**config.mk**
```make
export PLATFORM = sky130hd
export DESIGN_NAME = usb_boot_supervisor
export DESIGN_NICKNAME = d
export VERILOG_FILES = /design/src/rtl/usb_boot_supervisor_pkg.sv /design/src/rtl/usb_sof_monitor.sv /design/src/rtl/usb_boot_supervisor.sv
export SDC_FILE = /design/constraint.sdc
export NUM_CORES = 1
export LEC_CHECK = 0
export CORE_ASPECT_RATIO = 2
export CORE_MARGIN = 1.5
export CORE_UTILIZATION = 65
export DETAILED_ROUTE_END_ITERATION = 6
export PLACE_DENSITY = 0.83
export SYNTH_ARGS = -nofsm -noshare
export SYNTH_HDL_FRONTEND = slang
export SYNTH_HIERARCHICAL = 1
export SYNTH_SLANG_ARGS = --single-unit
```
**constraint.sdc**
```tcl
create_clock -name clk -period 9.9 [get_ports clk]
set_clock_uncertainty 0.15 [all_clocks]
set_input_delay 1.98 -clock clk [delete_from_list [all_inputs] [get_ports clk]]
set_output_delay 1.98 -clock clk [all_outputs]
set_load 0.02 [all_outputs]
```
**src/rtl/usb_boot_supervisor_pkg.sv**
```systemverilog
// Shared types and 48 MHz-derived defaults for the USB boot supervisor.
package usb_boot_supervisor_pkg;

  typedef enum logic [2:0] {
    StPorHold  = 3'd0,
    StAttached = 3'd1,
    StDetach   = 3'd2,
    StBoot     = 3'd3
  } sup_state_e;

  localparam int unsigned ClkHz                = 48_000_000;
  localparam int unsigned DefPorCycles         = 4096;
  localparam int unsigned DefHostTimeoutCycles = 960_000_000;
  localparam int unsigned DefDetachCycles      = ClkHz / 100;
  localparam int unsigned DefSofConfirm        = 4;
  localparam logic [1:0]  DefWarmbootImage     = 2'b01;
  localparam int unsigned FrameIdxW            = 11;

endpackage

```
**src/rtl/usb_sof_monitor.sv**
```systemverilog
// Host presence tracking: SOF frame-sequence check, confirmation count and idle timeout.
module usb_sof_monitor
  import usb_boot_supervisor_pkg::*;
#(
  parameter int unsigned HOST_TIMEOUT_CYCLES = DefHostTimeoutCycles,
  parameter int unsigned SOF_CONFIRM         = DefSofConfirm
) (
  input  logic                 clk_i,
  input  logic                 reset_ni,
  input  logic                 active_i,
  input  logic                 clear_i,
  input  logic                 sof_valid_i,
  input  logic [FrameIdxW-1:0] frame_index_i,
  output logic                 host_present_o,
  output logic                 host_timeout_o
);

  localparam int unsigned   CntW   = $clog2(SOF_CONFIRM + 1);
  localparam logic [CntW-1:0] CntMax = CntW'(SOF_CONFIRM);

  logic [31:0]          idle_q, idle_d;
  logic [CntW-1:0]      sof_cnt_q, sof_cnt_d;
  logic [FrameIdxW-1:0] last_q, last_d;
  logic                 seen_q, seen_d;
  logic                 present_q, present_d;
  logic                 in_seq;

  // The first SOF after (re)activation has no predecessor and always restarts the run.
  assign in_seq = seen_q && (frame_index_i == last_q + FrameIdxW'(1));

  always_comb begin
    idle_d    = idle_q;
    sof_cnt_d = sof_cnt_q;
    last_d    = last_q;
    seen_d    = seen_q;
    present_d = present_q;
    if (!active_i || clear_i) begin
      idle_d    = '0;
      sof_cnt_d = '0;
      last_d    = '0;
      seen_d    = 1'b0;
      present_d = 1'b0;
    end else if (sof_valid_i) begin
      idle_d    = '0;
      last_d    = frame_index_i;
      seen_d    = 1'b1;
      if (!in_seq) begin
        sof_cnt_d = CntW'(1);
      end else if (sof_cnt_q != CntMax) begin
        sof_cnt_d = sof_cnt_q + CntW'(1);
      end
      present_d = (sof_cnt_d == CntMax);
    end else if (idle_q != '1) begin
      idle_d = idle_q + 32'd1;
    end
  end

  always_ff @(posedge clk_i) begin
    if (!reset_ni) begin
      idle_q    <= '0;
      sof_cnt_q <= '0;
      last_q    <= '0;
      seen_q    <= 1'b0;
      present_q <= 1'b0;
    end else begin
      idle_q    <= idle_d;
      sof_cnt_q <= sof_cnt_d;
      last_q    <= last_d;
      seen_q    <= seen_d;
      present_q <= present_d;
    end
  end

  assign host_present_o = present_q;
  assign host_timeout_o = (idle_q > HOST_TIMEOUT_CYCLES);

endmodule

```
**src/rtl/usb_boot_supervisor.sv**
```systemverilog
// Sequences USB engine reset, D+ pull-up and the warm-boot request from PLL lock, SOFs and
// the SPI bridge boot request.
module usb_boot_supervisor
  import usb_boot_supervisor_pkg::*;
#(
  parameter int unsigned POR_CYCLES          = DefPorCycles,
  parameter int unsigned HOST_TIMEOUT_CYCLES = DefHostTimeoutCycles,
  parameter int unsigned DETACH_CYCLES       = DefDetachCycles,
  parameter int unsigned SOF_CONFIRM         = DefSofConfirm,
  parameter logic [1:0]  WARMBOOT_IMAGE      = DefWarmbootImage
) (
  input  logic                 clk,
  input  logic                 reset_n,
  input  logic                 pll_lock,
  input  logic                 sof_valid,
  input  logic [FrameIdxW-1:0] frame_index,
  input  logic                 boot_req,
  output logic                 usb_reset,
  output logic                 usb_pu,
  output logic                 host_present,
  output logic                 warmboot_boot,
  output logic [1:0]           warmboot_sel,
  output logic [2:0]           state
);

  localparam int unsigned    PorW    = $clog2(POR_CYCLES + 1);
  localparam logic [PorW-1:0] PorLast = PorW'(POR_CYCLES - 1);

  sup_state_e      state_q;
  logic            lock_meta_q, lock_s_q;
  logic            boot_req_q;
  logic [PorW-1:0] por_cnt_q;
  logic [31:0]     det_cnt_q;
  logic            usb_reset_q, usb_pu_q, warmboot_q;
  logic            in_attached, boot_rise, host_timeout, leave_attached;

  assign in_attached = (state_q == StAttached);
  // boot_req_q is held low outside ATTACHED so a level already high on entry reads as an edge.
  assign boot_rise      = boot_req & ~boot_req_q;
  assign leave_attached = in_attached & (~lock_s_q | boot_rise | host_timeout);

  usb_sof_monitor #(
    .HOST_TIMEOUT_CYCLES(HOST_TIMEOUT_CYCLES),
    .SOF_CONFIRM        (SOF_CONFIRM)
  ) u_sof_monitor (
    .clk_i         (clk),
    .reset_ni      (reset_n),
    .active_i      (in_attached),
    .clear_i       (leave_attached),
    .sof_valid_i   (sof_valid),
    .frame_index_i (frame_index),
    .host_present_o(host_present),
    .host_timeout_o(host_timeout)
  );

  always_ff @(posedge clk) begin
    if (!reset_n) begin
      lock_meta_q <= 1'b0;
      lock_s_q    <= 1'b0;
      boot_req_q  <= 1'b0;
      state_q     <= StPorHold;
      por_cnt_q   <= '0;
      det_cnt_q   <= '0;
      usb_reset_q <= 1'b1;
      usb_pu_q    <= 1'b0;
      warmboot_q  <= 1'b0;
    end else begin
      lock_meta_q <= pll_lock;
      lock_s_q    <= lock_meta_q;
      boot_req_q  <= in_attached & boot_req;
      case (state_q)
        StPorHold: begin
          if (!lock_s_q) begin
            por_cnt_q <= '0;
          end else if (por_cnt_q == PorLast) begin
            por_cnt_q   <= '0;
            state_q     <= StAttached;
            usb_reset_q <= 1'b0;
            usb_pu_q    <= 1'b1;
          end else begin
            por_cnt_q <= por_cnt_q + PorW'(1);
          end
        end
        StAttached: begin
          if (!lock_s_q) begin
            state_q     <= StPorHold;
            usb_reset_q <= 1'b1;
            usb_pu_q    <= 1'b0;
          end else if (boot_rise || host_timeout) begin
            state_q     <= StDetach;
            det_cnt_q   <= '0;
            usb_reset_q <= 1'b1;
            usb_pu_q    <= 1'b0;
          end
        end
        StDetach: begin
          if (!lock_s_q) begin
            state_q   <= StPorHold;
            det_cnt_q <= '0;
          end else if (det_cnt_q == DETACH_CYCLES - 1) begin
            state_q    <= StBoot;
            det_cnt_q  <= '0;
            warmboot_q <= 1'b1;
          end else begin
            det_cnt_q <= det_cnt_q + 32'd1;
          end
        end
        StBoot: begin
          // Terminal: lock loss is deliberately ignored once the boot has been requested.
          warmboot_q <= 1'b1;
        end
        default: begin
          state_q     <= StPorHold;
          usb_reset_q <= 1'b1;
          usb_pu_q    <= 1'b0;
        end
      endcase
    end
  end

  assign usb_reset     = usb_reset_q;
  assign usb_pu        = usb_pu_q;
  assign warmboot_boot = warmboot_q;
  assign warmboot_sel  = WARMBOOT_IMAGE;
  assign state         = state_q;

endmodule

```
==> metrics.csv <==
metric,value,unit
worstSetupEndpointType,flop,
grt_setup_unrepaired,false,
gp_congestion,0.854,
hold_path_class,flop to flop,
overflow,0,
hold_buffers,0,
hold_path_depth,1,
drv_slew,0,
vdd_ir_drop_max,0.128,mV
cap_violations,0,
worstMarginPinSlew,0.932,ns
final_cell_mix,"dfxtp_1, nor2_1, a21oi_1, nand2_1, xor2_1",
yosys.area.top_type,dfxtp_1,
multi_input_area,0.00333,sq mm
synth_area_per_cell,8.55,sq um
grt_start_max_net_pins,33,
ant_nets,0,
gr-usage-all-layers,0.275,
drc_errors,0,
start_util,0.668,
crit_slowest_cell,or2_2,
dieArea,0.00912,sq mm
period_needed,4.79,ns
layout-drive-gt1-share,0.0715,
yosysWarnings,6,
power_per_cell_area,125,mW/mm^2
cp.required,10.04,ns
avgRoutedWirePerCell,16.0,um
setup_viol,0,
insertion_delay,0.35,ns
synth_edf_count,0,
crit_chain,"clkdlybuf4s50_1, nor2b_1, nor2_1, a21boi_0, nand3b_1, or2_2, or4_1, nand2_1",
synth_area,0.00554,sq mm
outcome,"complete, no violations",
core-area,0.00829,sq mm
cp.arrival,4.93,ns
syn-instance-count,648,
critPathMaxStageDelay,0.76,ns
synth_area_leaders,"dfxtp_1, nor2_1, xor2_1, a21oi_1, nand2_1",
postCtsSetupBuffers,0,
post-route-period-util,0.484,
p_leak,1.94,nW
die_y,134,um
final_util,0.724,
grt_pass1_vias,4615,
drt_pass1_iterations,5,
synth-main-ff-cell,dfxtp_1,
routed_wl,12100,um
regArea,0.00202,sq mm
drt-initial-drc-count,245,
vias,4896,
io_buffers,21,
area_growth,8.26,%
vias_per_cell,6.48,
rows,47,
path_max_fanout,31,
antenna_found_initial,0,
final_common_cell,dfxtp_1,
ys_ff_latch,101,
yosysTopAreaCellShare,0.365,
cts_tree,built,
critical_path_class,input pin to flop,
top_level_ports,25,
die_w,68.3,um
clock-root-buffer,clkbuf_16,
nFillCells,646,
ctsResizeCount,0,
synth_cell_types,79,
cts_buffer_depth,2,
diodes,0,
h-tree-depth,3,
fmax,209,MHz
clkTransAtPathRegs,0.07,ns
finalHoldViolCount,0,
seq_area_frac_synth,0.365,
setup_tns,0,ns
async_flop_share,0,
cp-start-kind,input pin,
reg2reg_depth,14,
hpwlAfterDp,8420,um
max_slew_margin,0.377,
cts_buffers,9,
finalNetCount,676,
clock_sinks,101,
grt_pass1_wl,19900,um
[Yosys cell counts, types with 8 or more instances]
| library cell | instances |
|---|---|
| nor2b_1 | 10 |
| o2111ai_1 | 14 |
| nor2_1 | 75 |
| o211ai_1 | 9 |
| and2_1 | 9 |
| a21oi_1 | 42 |
| nand4_1 | 19 |
| or3_1 | 14 |
| and3_1 | 17 |
| or4_1 | 13 |
| clkbuf_1 | 11 |
| o21ai_0 | 25 |
| xor2_1 | 29 |
| nand2_1 | 42 |
| xnor2_1 | 16 |
| o31ai_1 | 11 |
| dfxtp_1 | 101 |
| buf_2 | 11 |
| mux2i_1 | 15 |
| inv_1 | 10 |
| nand3_1 | 26 |
| nor4_1 | 8 |
[stage by stage]
step	cells	hold slack [ns]	total power, mW	instance area, sq um	setup WS (ns)
floorplan	649	0.262	0.434	5550	6.03
global placement	740	0.269	0.443	5740	4.85
detailed placement	740	0.278	0.443	5740	4.77
CTS	755	0.304	0.756	6000	5.12
global route	755	0.309	0.773	6000	4.86
finish	755	0.306	0.752	6000	5.11
[kinds of logic after synthesis]
kind of cell	after synthesis	share of synthesized area
DFF	101	0.365
muxes	15	0.0271
adders and majority gates	7	0.0158
xor gates and xnor gates	46	0.0740
buffers and inverters	40	0.0343
and+or+nand+nor	284	0.284
AOI/OAI and AO/OA	153	0.199
other	2	0.00135
[routing by layer]
| layer | vias up | routed length [um] | global-route usage |
|---|---|---|---|
| met5 | - | 0 | 0 |
| met4 | 0 | 276 | 0.119 |
| met3 | 25 | 312 | 0.0405 |
| met2 | 88 | 6660 | 0.501 |
| met1 | 2371 | 4860 | 0.300 |
| li1 | 2412 | - | - |
[layout make-up]
| class | instances | share of cell area |
|---|---|---|
| inverter | 10 | 0.00626 |
| clock buffer | 11 | 0.0388 |
| sequential | 101 | 0.337 |
| timing repair buffer | 23 | 0.0375 |
| multi-input combinational | 508 | 0.556 |
| tap | 98 | 0.0204 |
| clock inverter | 4 | 0.00438 |
[path summary, 6_finish.rpt]
kind | endpoint | start | slack [ns]
worst max-delay path | u_sof_monitor/idle_q[30] | boot_req | 5.11
worst min-delay path | lock_s_q | lock_meta_q | 0.31
worst max register to register | u_sof_monitor/idle_q[30] | u_sof_monitor/idle_q[0] | 5.46
worst min register to register | lock_s_q | lock_meta_q | 0.31
[registers in the layout, summed over array words and instances (netlist names), 2 cells and up]
name,count
det_cnt_q,32
por_cnt_q,13
state,2
u_sof_monitor/idle_q,32
u_sof_monitor/last_q,11
u_sof_monitor/sof_cnt_q,3
[report_power, final]
group	internal (mW)	switching (mW)	total (mW)
Clock	0.169	0.149	0.318
Combinational	0.0123	0.0146	0.0269
Sequential	0.407	0.000827	0.407
[critical path: cells and delay by family]
family | cells | cell delay, ns
buffers and inverters | 1 | 0.42
AND/OR/NAND/NOR | 6 | 2.37
AO/OA/AOI/OAI | 1 | 0.15
(Power assumes the default switching activity.)
